**config.mk**
```make
export PLATFORM = sky130hd
export DESIGN_NAME = countdown_timer
export DESIGN_NICKNAME = d
export VERILOG_FILES = /design/src/rtl/countdown_timer.sv
export SDC_FILE = /design/constraint.sdc
export NUM_CORES = 1
export LEC_CHECK = 0
export ABC_AREA = 1
export BUFFER_PORTS_ARGS = -buffer_cell sky130_fd_sc_hd__buf_2
export CAP_MARGIN = 15
export CELL_PAD_IN_SITES_DETAIL_PLACEMENT = 1
export CELL_PAD_IN_SITES_GLOBAL_PLACEMENT = 1
export CORE_ASPECT_RATIO = 0.75
export CORE_UTILIZATION = 30
export CTS_CLUSTER_SIZE = 8
export DETAILED_ROUTE_END_ITERATION = 16
export PLACE_DENSITY = 0.6
export SLEW_MARGIN = 5
export SYNTH_ARGS = -nofsm -noshare
export SYNTH_HDL_FRONTEND = slang
export SYNTH_SLANG_ARGS = --single-unit
```
**constraint.sdc**
```tcl
create_clock -name clk -period 2.1 [get_ports clk]
set_clock_uncertainty 0.2 [all_clocks]
set_input_delay 0.315 -clock clk [delete_from_list [all_inputs] [get_ports clk]]
set_output_delay 0.315 -clock clk [all_outputs]
set_load 0.03 [all_outputs]
```
**src/rtl/countdown_timer.sv**
```systemverilog
// Loadable down-counter with valid/ready load, one-shot or auto-reload modes,
// and a registered one-cycle done pulse on expiry.
module countdown_timer #(
  parameter int unsigned WIDTH     = 8,
  parameter int unsigned MAX_VALUE = 250
) (
  input  logic             clk,
  input  logic             reset_n,
  input  logic             enable_i,
  input  logic             load_valid_i,
  output logic             load_ready_o,
  input  logic [WIDTH-1:0] load_value_i,
  input  logic             periodic_i,
  input  logic             cancel_i,
  output logic [WIDTH-1:0] count,
  output logic             busy_o,
  output logic             done_o
);

  localparam logic [WIDTH-1:0] MAX_V = WIDTH'(MAX_VALUE);
  localparam logic [WIDTH-1:0] ONE   = WIDTH'(1);

  typedef enum logic {IDLE, RUN} state_t;

  state_t           state;
  logic [WIDTH-1:0] reload;
  logic             periodic;
  logic [WIDTH-1:0] load_clamped;

  always_comb begin
    load_clamped = (load_value_i > MAX_V) ? MAX_V : load_value_i;
  end

  assign load_ready_o = (state == IDLE);
  assign busy_o       = (state == RUN);

  always_ff @(posedge clk or negedge reset_n) begin
    if (!reset_n) begin
      state    <= IDLE;
      count    <= '0;
      reload   <= '0;
      periodic <= 1'b0;
      done_o   <= 1'b0;
    end else begin
      done_o <= 1'b0;
      case (state)
        IDLE: begin
          if (load_valid_i) begin
            // A zero load expires immediately without ever entering RUN.
            if (load_clamped == '0) begin
              done_o <= 1'b1;
            end else begin
              count    <= load_clamped;
              reload   <= load_clamped;
              periodic <= periodic_i;
              state    <= RUN;
            end
          end
        end
        RUN: begin
          if (cancel_i) begin
            count <= '0;
            state <= IDLE;
          end else if (enable_i) begin
            if (count > ONE) begin
              count <= count - ONE;
            end else begin
              done_o <= 1'b1;
              if (periodic) begin
                count <= reload;
              end else begin
                count <= '0;
                state <= IDLE;
              end
            end
          end
        end
        default: state <= IDLE;
      endcase
    end
  end

endmodule

```
* After elaboration in Yosys (flattened, before gate mapping)
Index checks and enable logic that the tools add are counted.
** Storage, ports and cells
- Flip-flop bits (word level) :: 19
- Input bits :: 14
- Output and inout port bits :: 11
- Word-level logic and storage cells :: 37
** Operators by class
- $add $sub $neg :: 1
- Order comparisons :: 2
- Eq/ne operators :: 3
- Muxes and demuxes :: 21
- Bitwise gates (word level) :: 2
- Reduce and logical (&&, ||, !) cells :: 3
** Operator list (count)
- two-way mux 8 bit :: 7
- one-hot mux 8 bit (2 select lines) :: 1
- two-way mux 1 bit :: 11
- greater-than comparator 8 x 1 -> 1 bit, second input constant :: 1
- greater-than comparator 8 bit, second input constant :: 1
- zero test 8 bit :: 1
- subtractor 8 x 1 -> 8 bit, second input constant :: 1
- AND reduction 3 bit :: 2
- != test 2 bit, second input constant :: 2
- one-hot mux 1 bit (2 select lines) :: 2
- != test 3 bit, second input constant :: 1
- NOT 1 bit :: 2

* Depth between registers and ports, before layout
- Depth after elaboration :: 6
- Mapped depth :: 12
- Gate-level depth less buffers :: 12

* Worst setup path before layout
OpenSTA, ideal clock, no wires.
- Kind :: reg-to-reg
- Start point :: reg count[0]
- End point :: reg count[5]
- Library setup time :: 0.118 ns
- Arrival time :: 1.600 ns
- Required time :: 1.782 ns
- Path slack :: 0.182 ns
- Stages on the path, launching flop included :: 13
- Buffers on the path :: 0
- Period minus slack after synthesis :: 1.918 ns
- Path through :: dfrtp_1 > inv_1 > ha_1 > inv_2 > nand2_1 > nand2_4 > inv_4 > nand2_8 > nand3_1 > nand2_1 > nand2_1 > nand2_1 > nand2_1
** Between the ends
- Longest elaborated chain between the ends :: 5
- Elaborated cells on any way between the ends :: 6
- Those cells by class :: 1 x add/sub; 1 x order compare; 4 x mux
** Ends and longest elaborated chain
- start: declaration :: line 15 : output logic [WIDTH-1:0] count,
- start signal: assignment :: line 53 : count <= load_clamped;
- start signal: assignment :: line 66 : count <= count - ONE;
- start signal: assignment :: line 70 : count <= reload;
- subtractor 8 x 1 -> 8 bit / greater-than comparator 8 x 1 -> 1 bit (equally long branches) :: line 66, 65
- two-way mux 8 bit * :: line 65 : if (count > ONE) begin
- two-way mux 8 bit * :: line 64 : end else if (enable_i) begin
- two-way mux 8 bit * :: line 61 : if (cancel_i) begin
- one-hot mux 8 bit (2 select lines) * :: line 46 : case (state)
Mark *: on every way between the ends. The rest lies on a longest branch, timed or not. The select of a mux whose other input is x is not followed.
A chain may end at the register's enable or synchronous reset.

* Worst setup path in the final report
- Start point :: reg count[0]
- End point :: reg count[4]
Same word-level chain as after synthesis.

==> flow_summary.json <==
{
  "synthTopCellsByCount": "nand2_1 (59), nand3_1 (24), inv_1 (23), dfrtp_1 (19), o21ai_1 (10)",
  "wire_per_inst_um": 13.5,
  "die_h_um": 59.3,
  "grt_start_max_net_pins": 20,
  "fin_nets": 230,
  "holdPathEnd": "periodic",
  "yosysTopAreaCellShare_pct": 36.2,
  "grt_util_all_layers_pct": 17.8,
  "endpoint_kind": "register",
  "dieArea_um2": 4650,
  "ys_seq_area_share_pct": 36.2,
  "grt_pass1_wl_um": 6200,
  "drive_above_1_share_pct": 23.9,
  "seq_power_share_pct": 30.1,
  "maxSlewHeadroom_pct": 69.6,
  "die_w_um": 78.4,
  "postSynthAreaPerCell_um2": 7.10,
  "regToRegSetupSlack_ps": 220,
  "status": "complete, no violations",
  "r2r-end": "count[4]",
  "drt_iter0_markers": 28,
  "pwr_density_cell_nw_per_um2": 1360,
  "irDropWorstVdd_mv": 0.611,
  "start_kind": "register",
  "min_from": "periodic_i",
  "pwr-share-comb_pct": 57.2,
  "finalSetupTns_ps": 0,
  "yosysTopAreaCell": "dfrtp_1",
  "clockPowerShare_pct": 12.6,
  "io_pins": 25,
  "ys_types": 26,
  "p_int_uw": 1010,
  "synthArstFlopShare_pct": 100,
  "path_class": "reg2reg",
  "fmax_mhz": 532,
  "vias_per_cell": 4.74,
  "grt_pass1_vias": 1268,
  "setup_viol": 0,
  "timing.final.crit_share_pct": 89.6,
  "worstPathArrival_ps": 1830,
  "core_um2": 4130,
  "p_leak_uw": 0.000853,
  "syn_area_um2": 1310,
  "drt_wl_total_um": 3610,
  "cap_viol_max_count": 0,
  "synthToLayoutAreaGrowth_pct": 18.1,
  "tritoncts": "done",
  "rsz0062_at_grt": "no",
  "cts_buffer_depth": 2,
  "start_util_pct": 31.8,
  "postCtsSetupBuffers": 0,
  "switching_share_pct": 51.9,
  "gp_congestion": 0.803,
  "synth_area_leaders": "dfrtp_1 (36%), nand2_1 (17%), nand3_1 (9.1%), inv_1 (6.6%), o21ai_1 (3.8%)",
  "worst_pin_slew_ps": 455,
  "vias": 1270,
  "cts_made_buffers": 3,
  "holdPathStages": 3,
  "drc": 0,
  "required_ps": 2050,
  "antenna_left": 0,
  "worstSkewPairLatency_ps": 260,
  "slew_viol_final": 0,
  "cts_max_level": 1,
  "ys_ff_latch": 19,
  "synth_edf_count": 0,
  "clk_pin_slew_ps": 80,
  "clkSinkCount": 19,
  "rr_worst_depth": 11,
  "overflow": 0,
  "min_path_type": "in2reg",
  "worstPathMaxFanout": 10,
  "r2r-start": "count[0]",
  "netlist_instances": 185,
  "yosys_warnings": 0,
  "finalCriticalPeriod_ps": 1880,
  "yosysMostFrequentCell": "nand2_1",
  "finalPower_uw": 2110,
  "synth.net_count": 201,
  "rows": 20,
  "dr.pass1.iters": 4,
  "synth_ff_type": "dfrtp_1",
  "antenna_cells": 0,
  "p_switching_uw": 1090,
  "antenna_found_initial": 0,
  "port_buffers": 24,
  "dp_hpwl_um": 2990,
  "cts-root-buf": "clkbuf_8",
  "hold_violations": 0
}
[what timing repair did]
item,CTS,global route
resized for setup,0,1
setup endpoints to repair,0,3
hold buffers,1,0
hold endpoints to repair,19,0
[area by class of cell]
| class | count | area, um^2 |
|---|---|---|
| clock buffer | 4 | 45.0 |
| fill | 553 | 2580 |
| inverter | 30 | 118 |
| multi-input combinational | 134 | 707 |
| sequential | 19 | 475 |
| tap | 55 | 68.8 |
| timing repair buffer | 26 | 138 |
[worst max path at each step]
stage / startpoint / to / slack [ps] / cells after the start
finish: count[0] / count[4] / 220 / 11
global route: count[0] / count[7] / 50 / 11
CTS: count[0] / count[4] / 150 / 11
detailed placement: count[0] / count[4] / 160 / 11
global placement: count[0] / count[4] / 240 / 11
floorplan: count[0] / count[5] / 180 / 12
[cells by family after synthesis]
kind of cell	count (synthesis)	synth area share [%]
xor gates and xnor gates	1	0.667
buffers and inverters	32	10.2
and+or+nand+nor	110	42.1
adders and majority gates	2	1.90
DFF	19	36.2
AOI/OAI and AO/OA	21	8.95
[through the flow]
stage / area, um^2 / util (%) / instances / setup slack (ps) / hold slack, ps
after global placement: 1490 / 36.2 / 263 / 235 / 89.4
after global routing: 1550 / 37.6 / 268 / 45.5 / 113
after floorplan: 1310 / - / 185 / 182 / -181
final: 1550 / 37.6 / 268 / 219 / 77.2
after detailed placement: 1490 / 36.2 / 263 / 159 / 102
after CTS: 1550 / 37.5 / 268 / 145 / 75.2
[critical path, cell delays in order (launching register included)]
cell,delay (ps)
dfrtp_1,430
inv_1,150
ha_2,270
inv_2,40
nand2_1,90
nand2_4,90
nor2_8,150
o21ai_1,90
nand3_1,100
nand2_1,60
nand2_1,60
nand2_1,50
[per-layer routing]
metal	vias to the layer above	routed length [um]	share of wire [%]	GRT usage (%)
li1	646	-	-	-
met1	603	1870	52	24.6
met2	16	1620	45	27.9
met3	5	89	2.5	4.15
met4	0	35	0.97	4.76
met5	-	0	0	0
[sequential cells by signal, summed over array words and instances (netlist names)]
register  flops
count         8
reload        8
busy_o        1
done_o        1
periodic      1
[power by group through the flow]
| stage | clock network [uW] | logic [uW] | registers [uW] |
|---|---|---|---|
| after floorplan | 0 | 780 | 753 |
| after global placement | 0 | 1200 | 643 |
| after detailed placement | 0 | 1220 | 643 |
| after CTS | 275 | 1220 | 637 |
| after global routing | 287 | 1360 | 658 |
| final | 266 | 1200 | 635 |
[cell usage in the layout (no fill, tap or decap), types with 5 or more instances in the layout]
cell type	count
buf_2	24
o21ai_1	10
nand2_1	59
dfrtp_1	19
nor2_1	9
nand3_1	24
inv_1	23
inv_2	5
Power figures use the tool's default switching activity.
